[config.mk]
export PLATFORM = sky130hd
export DESIGN_NAME = one_hot_encoder_pipe_flat
export DESIGN_NICKNAME = d
export VERILOG_FILES = /design/src/rtl/one_hot_encoder_pipe_if.sv /design/src/rtl/one_hot_encoder_pipe.sv /design/src/flat_wrapper.sv
export SDC_FILE = /design/constraint.sdc
export NUM_CORES = 1
export LEC_CHECK = 0
export BUFFER_PORTS_ARGS = -buffer_cell sky130_fd_sc_hd__buf_2
export CAP_MARGIN = 30
export CORE_MARGIN = 2
export CORE_UTILIZATION = 53
export DETAILED_ROUTE_END_ITERATION = 12
export HOLD_SLACK_MARGIN = 0.05
export PLACE_DENSITY = 0.88
export SLEW_MARGIN = 20
export SYNTH_ARGS = -nofsm -noshare
export SYNTH_HDL_FRONTEND = slang
export SYNTH_SLANG_ARGS = --single-unit
export TNS_END_PERCENT = 30
[constraint.sdc]
create_clock -name clk -period 4.7 [get_ports clk]
set_input_delay 0.235 -clock clk [delete_from_list [all_inputs] [get_ports clk]]
set_output_delay 0.235 -clock clk [all_outputs]
set_load 0.1 [all_outputs]
[src/rtl/one_hot_encoder_pipe_if.sv]
// Valid/ready bus for the one-hot to binary encoder stage.
// The master modport is the upstream/downstream side; the slave modport is the encoder.
interface one_hot_encoder_pipe_if #(
  parameter int N     = 8,
  parameter int W     = 3,
  parameter int CNT_W = 8
);
  logic             in_valid;
  logic             in_ready;
  logic [N-1:0]     in_onehot;
  logic             out_valid;
  logic             out_ready;
  logic [W-1:0]     out_code;
  logic             out_err_zero;
  logic             out_err_multi;
  logic [CNT_W-1:0] err_count;
  logic             clr_err;

  modport master (
    output in_valid, in_onehot, out_ready, clr_err,
    input  in_ready, out_valid, out_code, out_err_zero, out_err_multi, err_count
  );

  modport slave (
    input  in_valid, in_onehot, out_ready, clr_err,
    output in_ready, out_valid, out_code, out_err_zero, out_err_multi, err_count
  );
endinterface

[src/rtl/one_hot_encoder_pipe.sv]
// One-hot to binary encoder behind a single registered valid/ready stage.
// Zero-hot and multi-hot words are flagged and counted in a saturating counter.
module one_hot_encoder_pipe #(
  parameter int N     = 8,
  parameter int W     = 3,
  parameter int CNT_W = 8
) (
  input logic                  clk,
  input logic                  rst_n,
  one_hot_encoder_pipe_if.slave bus
);

  logic [N-1:0]     word;
  logic [W-1:0]     enc_code;
  logic             enc_zero;
  logic             enc_multi;
  logic             in_fire;
  logic             out_fire;
  logic             out_valid_reg;
  logic [W-1:0]     out_code_reg;
  logic             err_zero_reg;
  logic             err_multi_reg;
  logic [CNT_W-1:0] err_count_reg;
  logic [CNT_W-1:0] cnt_base;
  logic [CNT_W-1:0] err_count_next;

  assign word = bus.in_onehot;

  // Scan from the top down so the lowest set bit is the last writer (LSB priority).
  always_comb begin
    enc_code = '0;
    for (int i = N - 1; i >= 0; i--) begin
      if (word[i]) begin
        enc_code = W'(i);
      end
    end
  end

  assign enc_zero  = (word == '0);
  assign enc_multi = |(word & (word - N'(1)));

  assign bus.in_ready = !out_valid_reg || bus.out_ready;
  assign in_fire      = bus.in_valid && bus.in_ready;
  assign out_fire     = out_valid_reg && bus.out_ready;

  // Clear is applied before counting, so clear plus an erroneous transfer yields 1.
  always_comb begin
    cnt_base       = bus.clr_err ? '0 : err_count_reg;
    err_count_next = cnt_base;
    if (in_fire && (enc_zero || enc_multi) && (cnt_base != '1)) begin
      err_count_next = cnt_base + CNT_W'(1);
    end
  end

  always_ff @(posedge clk or negedge rst_n) begin
    if (!rst_n) begin
      out_valid_reg <= 1'b0;
      out_code_reg  <= '0;
      err_zero_reg  <= 1'b0;
      err_multi_reg <= 1'b0;
      err_count_reg <= '0;
    end else begin
      err_count_reg <= err_count_next;
      if (in_fire) begin
        out_valid_reg <= 1'b1;
        out_code_reg  <= enc_code;
        err_zero_reg  <= enc_zero;
        err_multi_reg <= enc_multi;
      end else if (out_fire) begin
        out_valid_reg <= 1'b0;
      end
    end
  end

  assign bus.out_valid     = out_valid_reg;
  assign bus.out_code      = out_code_reg;
  assign bus.out_err_zero  = err_zero_reg;
  assign bus.out_err_multi = err_multi_reg;
  assign bus.err_count     = err_count_reg;

endmodule

[src/flat_wrapper.sv]
// flat-port wrapper written by rule: the top's interface ports become plain ports
module one_hot_encoder_pipe_flat 
#(
  parameter int N     = 8,
  parameter int W     = 3,
  parameter int CNT_W = 8
)
  (clk, rst_n, bus_in_valid, bus_in_onehot, bus_out_ready, bus_clr_err, bus_in_ready, bus_out_valid, bus_out_code, bus_out_err_zero, bus_out_err_multi, bus_err_count);
  one_hot_encoder_pipe_if #(.N(N), .W(W), .CNT_W(CNT_W)) bus_i ();
  input logic clk;
  input logic rst_n;
  input wire logic [$bits(bus_i.in_valid)-1:0] bus_in_valid;
  input wire logic [$bits(bus_i.in_onehot)-1:0] bus_in_onehot;
  input wire logic [$bits(bus_i.out_ready)-1:0] bus_out_ready;
  input wire logic [$bits(bus_i.clr_err)-1:0] bus_clr_err;
  output wire logic [$bits(bus_i.in_ready)-1:0] bus_in_ready;
  output wire logic [$bits(bus_i.out_valid)-1:0] bus_out_valid;
  output wire logic [$bits(bus_i.out_code)-1:0] bus_out_code;
  output wire logic [$bits(bus_i.out_err_zero)-1:0] bus_out_err_zero;
  output wire logic [$bits(bus_i.out_err_multi)-1:0] bus_out_err_multi;
  output wire logic [$bits(bus_i.err_count)-1:0] bus_err_count;
  assign bus_i.in_valid = bus_in_valid;
  assign bus_i.in_onehot = bus_in_onehot;
  assign bus_i.out_ready = bus_out_ready;
  assign bus_i.clr_err = bus_clr_err;
  assign bus_in_ready = bus_i.in_ready;
  assign bus_out_valid = bus_i.out_valid;
  assign bus_out_code = bus_i.out_code;
  assign bus_out_err_zero = bus_i.out_err_zero;
  assign bus_out_err_multi = bus_i.out_err_multi;
  assign bus_err_count = bus_i.err_count;
  one_hot_encoder_pipe #(.N(N), .W(W), .CNT_W(CNT_W)) u_core (.clk(clk), .rst_n(rst_n), .bus(bus_i));
endmodule
**Word level (Yosys, flattened, before mapping)**

Cells that the tools add are included.

- Input bits: 13
- Register bits after elaboration: 14
- Output and inout bits: 15
- Logic and storage cells: 31

- Add/subtract/negate cells: 2
- Eq/ne operators: 1
- Multiplexer cells: 12
- Bitwise logic cells: 1
- Reductions and logical operators: 10

Operators with widths:

| cell | number |
|---|---|
| 3-bit two-way mux | 8 |
| 8-bit two-way mux | 2 |
| 8-bit by 1-bit adder with 8-bit output (second input constant) | 1 |
| 8-bit AND | 1 |
| 8-bit logical NOT | 1 |
| 8-bit != test (second input constant) | 1 |
| 8-bit OR reduction | 1 |
| 8-bit by 1-bit subtractor with 8-bit output (second input constant) | 1 |
| 1-bit logical AND | 4 |
| 1-bit logical OR | 2 |
| 1-bit two-way mux | 2 |
| 2-bit nonzero test | 1 |
| 1-bit logical NOT | 1 |

**Depth between registers and ports, before layout**

- Word-level depth: 8
- Depth in mapped cells: 8
- Depth with buffers taken out: 8

**Worst setup path before layout**

OpenSTA, ideal clock, no wires.

- Kind: flip-flop to flip-flop
- Start: reg u_core.out_valid_reg, in the netlist u_core.bus.out_valid
- End: reg u_core.err_count_reg[4], in the netlist u_core.bus.err_count[4]
- Arrival time: 2.980 ns
- Path slack: 1.592 ns
- Cell stages (with the launch flop): 7
- Clock period less this slack: 3.108 ns
- Path through: dfrtp_1 nand2b_1 nand2_1 nor3b_1 o21a_1 nand4_1 mux2_1

- Longest elaborated chain between the ends: 6

Ends and longest elaborated chain:

| element | line | RTL |
|---|---|---|
| start: declaration | one_hot_encoder_pipe.sv:19 | `logic out_valid_reg;` |
| start signal: assignment | one_hot_encoder_pipe.sv:57 | `out_valid_reg <= 1'b0;` |
| start signal: assignment | one_hot_encoder_pipe.sv:65 | `out_valid_reg <= 1'b1;` |
| start signal: assignment | one_hot_encoder_pipe.sv:70 | `out_valid_reg <= 1'b0;` |
| 1-bit logical NOT | one_hot_encoder_pipe.sv:42 | `assign bus.in_ready = !out_valid_reg \|\| bus.out_ready;` |
| 1-bit logical OR | one_hot_encoder_pipe.sv:42 |  |
| net bus_in_ready | flat_wrapper.sv:16 | `output wire logic [$bits(bus_i.in_ready)-1:0] bus_in_ready;` |
| 1-bit logical AND | one_hot_encoder_pipe.sv:43 | `assign in_fire = bus.in_valid && bus.in_ready;` |
| 1-bit logical AND (2 in series) | one_hot_encoder_pipe.sv:50 | `if (in_fire && (enc_zero \|\| enc_multi) && (cnt_base != '1)) begin` |
| 8-bit two-way mux | one_hot_encoder_pipe.sv:50 |  |
| net u_core.err_count_next[4] | one_hot_encoder_pipe.sv:25 | `logic [CNT_W-1:0] err_count_next;` |
| end signal: assignment | one_hot_encoder_pipe.sv:63 | `err_count_reg <= err_count_next;` |
| end: declaration | one_hot_encoder_pipe.sv:23 | `logic [CNT_W-1:0] err_count_reg;` |

The timed path passes the listed nets, and every way through them passes these cells.
A chain may end at the register's enable or synchronous reset.

**Worst setup path after layout**

- Start: reg u_core.err_count_reg[0], in the netlist u_core.bus.err_count[0]
- End: reg u_core.err_count_reg[4], in the netlist u_core.bus.err_count[4]

- Longest elaborated chain between the ends: 4
- Elaborated cells between the ends (all ways): 5
- Classes of those cells: add/sub: 1; eq/ne: 1; mux: 2; reduce/logical: 1

Ends and longest elaborated chain:

| element | line | RTL |
|---|---|---|
| 8-bit two-way mux * | one_hot_encoder_pipe.sv:48 | `cnt_base = bus.clr_err ? '0 : err_count_reg;` |
| branches (longest 2 deep; another with 8-bit by 1-bit adder with 8-bit output) | n/a |  |
| 8-bit two-way mux * | one_hot_encoder_pipe.sv:50 |  |
| net u_core.err_count_next[4] | one_hot_encoder_pipe.sv:25 |  |

Mark *: on every way through the listed nets, which the timed path passes.

==> impl_metrics.csv <==
group,metric,value,unit
outcome,status,"complete, no violations",
worst_setup_path,required,4.86,ns
drt,drt-met1-wl,891,µm
clock_tree,clk_latency,0.27,ns
power,cellPowerDensity,293,mW/mm²
drt,drcViolationCount,0,
power,seq_power_share,41.3,%
drt,vias,898,
timing,finalClockSkew,0.000371,ns
synth,synth_area_per_cell,8.67,µm²
timing,relSlewSlack,53.6,%
timing,fin_tns_setup,0,ns
clock_tree,ctsResizeCount,0,
layout,diodes,0,
clock_tree,htreeDepth,1,
timing,maxSlewViolCount,0,
place,place_area,0.00104,mm²
timing,grt_setup_unrepaired,"no",
synth,synth_flop_cell,"dfrtp_1",
layout,area_delta_synth_final,20.1,%
timing,tightest_slew,0.690,ns
global_routing,track_usage,22.4,%
worst_setup_path,r2r-start,"u_core.bus.err_count[0]$_DFF_PN0_",
die,rows,14,
layout,drive_gt1_share,24.4,%
timing,fmax,475,MHz
worst_setup_path,worstSetupPathType,"flip-flop to flip-flop",
global_routing,overflow,0,
die,coreArea,0.00156,mm²
die,ios,28,
drt,drt_wl_total,1.96,mm
worst_setup_path,crit_path_end_kind,"flip-flop",
drt,met2_length,948,µm
die,die-area,0.00205,mm²
synth,ys_ff_latch,14,
power,power_frac_clock,26.8,%
worst_setup_path,arrival,2.27,ns
worst_setup_path,worstRegToRegCells,8,
power,p_int,0.194,mW
power,p_sw,0.123,mW
drt,wl_per_cell,13.4,µm
global_routing,grt_pass1_wl,3.30,mm
place,gp_congestion,0.858,
global_routing,grt_max_degree,15,
power,power_switching_share,38.8,%
global_routing,antenna_found_initial,0,
synth,syn_area,902,µm²
worst_setup_path,cp-startpoint,"u_core.bus.err_count[0]$_DFF_PN0_",
clock_tree,cts_root_buffer,"clkbuf_4",
drt,drt_first_pass_iters,4,
die,die_w,45.3,µm
timing,finalCriticalPeriod,2.11,ns
worst_setup_path,endpoint,"u_core.bus.err_count[4]$_DFF_PN0_",
place,placedCellCount,142,
worst_setup_path,critical_path_peak_fanout,6,
timing,setup_viol,0,
clock_tree,clock-sinks,14,
drt,drt_iter0_drc,18,
drt,viasPerCell,6.11,
clock_tree,cts_buffers,3,
min_path,hold_class,"input pin to flip-flop",
timing,report.final.hold_viol_count,0,
die,die_h,45.3,µm
synth,synth.distinct_cells,35,
layout,layout.nets,146,
global_routing,first_global_vias,812,
synth,yosys_warnings,0,
power,p_leak,0.500,nW
drt,ant_nets,0,
worst_setup_path,crit_path_start_kind,"flip-flop",
layout,final_area,0.00108,mm²
flow_run,drv_cap,0,
layout,final_cells,147,
clock_tree,clk_pin_slew,0.08,ns
power,vdd_drop_max,0.139,mV
layout,largest_reg_flops,8,
synth,synth-edff-count,0,
die,start_util,57.9,%
place,numPortBuffers,27,
synth,seq_area_frac_synth,38.8,%
clock_tree,cts_tree,"done",
timing,fin_crit_sh,44.8,%
worst_setup_path,reg2reg_to,"u_core.bus.err_count[4]$_DFF_PN0_",
clock_tree,cts.path.max_buffers,2,
synth,synth_nets,118,
place,dpl.hpwl,1.52,mm
worst_setup_path,r2r_slack,2.59,ns
synth,synthCells,104,
synth,synthArstFlopShare,100,%
drt,dr.max_layer_used,"met4",
power,p_comb_share,31.9,%
drt,met3WireLength,80,µm
-- Yosys cell counts, types with 2 or more instances --
master,instances,share of area [%]
dfrtp_1,14,39
nand2_1,12,5.0
nand2b_1,4,2.8
xnor2_1,3,2.9
mux2_1,2,2.5
nor2b_1,8,5.5
nand3b_1,2,1.7
a21oi_1,4,2.2
maj3_1,3,3.3
clkbuf_1,4,1.7
nand4_1,2,1.4
nor2_1,6,2.5
nor4_1,4,2.8
inv_1,2,0.83
nor3_1,4,2.2
or3_1,2,1.4
o21ai_0,4,2.2
nand3_1,3,1.7
o31ai_1,5,4.2
-- worst max-delay path, cell delays in order, from the launching register on --
cell and delay, ns:
dfrtp_1 0.37, nor2b_1 0.26, ha_1 0.24, nand3_1 0.11, nor4_1 0.27, nor3b_1 0.10
o21a_1 0.19, nand4_1 0.13, mux2_1 0.32
-- layout make-up --
class	instances	area (µm²)
Clock buffer	4	36.3
Fill cell	132	475
Inverter	2	7.51
Multi-Input combinational cell	83	524
Sequential cell	14	350
Tap cell	16	20.0
Timing Repair Buffer	28	145
-- metrics by stage --
step	total power, mW	hold WS (ns)	utilization, %	setup WS, ns
2_1_floorplan	0.211	-0.0606	-	1.59
3_3_place_gp	0.232	0.140	66.5	2.54
3_5_place_dp	0.234	0.148	66.5	2.52
4_1_cts	0.321	0.167	69.5	2.59
5_1_grt	0.331	0.185	69.5	2.35
6_report	0.318	0.173	69.5	2.59
-- logic make-up (layout without fill, tap and decap cells) --
family                   after synthesis  after routing  share of synthesized area (%)
multiplexers                           3              3                           3.61
buffers and inverters                  7             34                           3.05
flip-flops                            14             14                           38.8
AO/OA/AOI/OAI                         19             19                           13.7
AND/OR/NAND/NOR                       53             53                           32.2
XOR/XNOR                               4              4                           3.88
adder cells (fa/ha/maj)                4              4                           4.72
-- how the worst min path moves through the flow --
stage / startpoint / endpoint / slack [ns] / cells past startpoint
4_1_cts: bus_in_valid / u_core.bus.out_valid$_DFFE_PN0P_ / 0.17 / 2
3_3_place_gp: rst_n / u_core.bus.err_count[1]$_DFF_PN0_ / 0.14 / 1
6_report: bus_in_valid / u_core.bus.out_valid$_DFFE_PN0P_ / 0.17 / 2
2_1_floorplan: rst_n / u_core.bus.err_count[0]$_DFF_PN0_ / -0.06 / 0
5_1_grt: bus_in_valid / u_core.bus.out_valid$_DFFE_PN0P_ / 0.19 / 2
3_5_place_dp: rst_n / u_core.bus.err_count[2]$_DFF_PN0_ / 0.15 / 1
-- per-layer routing --
metal  track usage (%)  up-vias
li1                  -      431
met1              27.4      430
met2              37.4       31
met3              2.40        6
met4              13.5        0
met5                 0        -
-- what timing repair did --
| item | CTS | global route |
|---|---|---|
| hold buffers | 1 | 0 |
| hold endpoints to repair | 14 | 0 |
| buffers inserted | 0 | 0 |
-- power groups by stage --
stage	combinational (mW)	sequential [mW]	clock (mW)
3_5_place_dp	0.101	0.134	0
5_1_grt	0.108	0.132	0.0916
6_report	0.101	0.131	0.0850
3_3_place_gp	0.0987	0.133	0
4_1_cts	0.101	0.131	0.0884
2_1_floorplan	0.0299	0.181	0
-- placed cells by master (no fill, tap or decap), drive strengths merged, types with 3 or more instances in the layout --
cell type	instances
buf	27
nand3	3
clkbuf	4
dfrtp	14
nor4	4
maj3	3
nand2b	4
nand2	12
nor3	4
o21ai	4
a21oi	4
nor2	6
nor2b	8
xnor2	3
o31ai	5
Note: power is estimated with default switching activity, not from simulation.
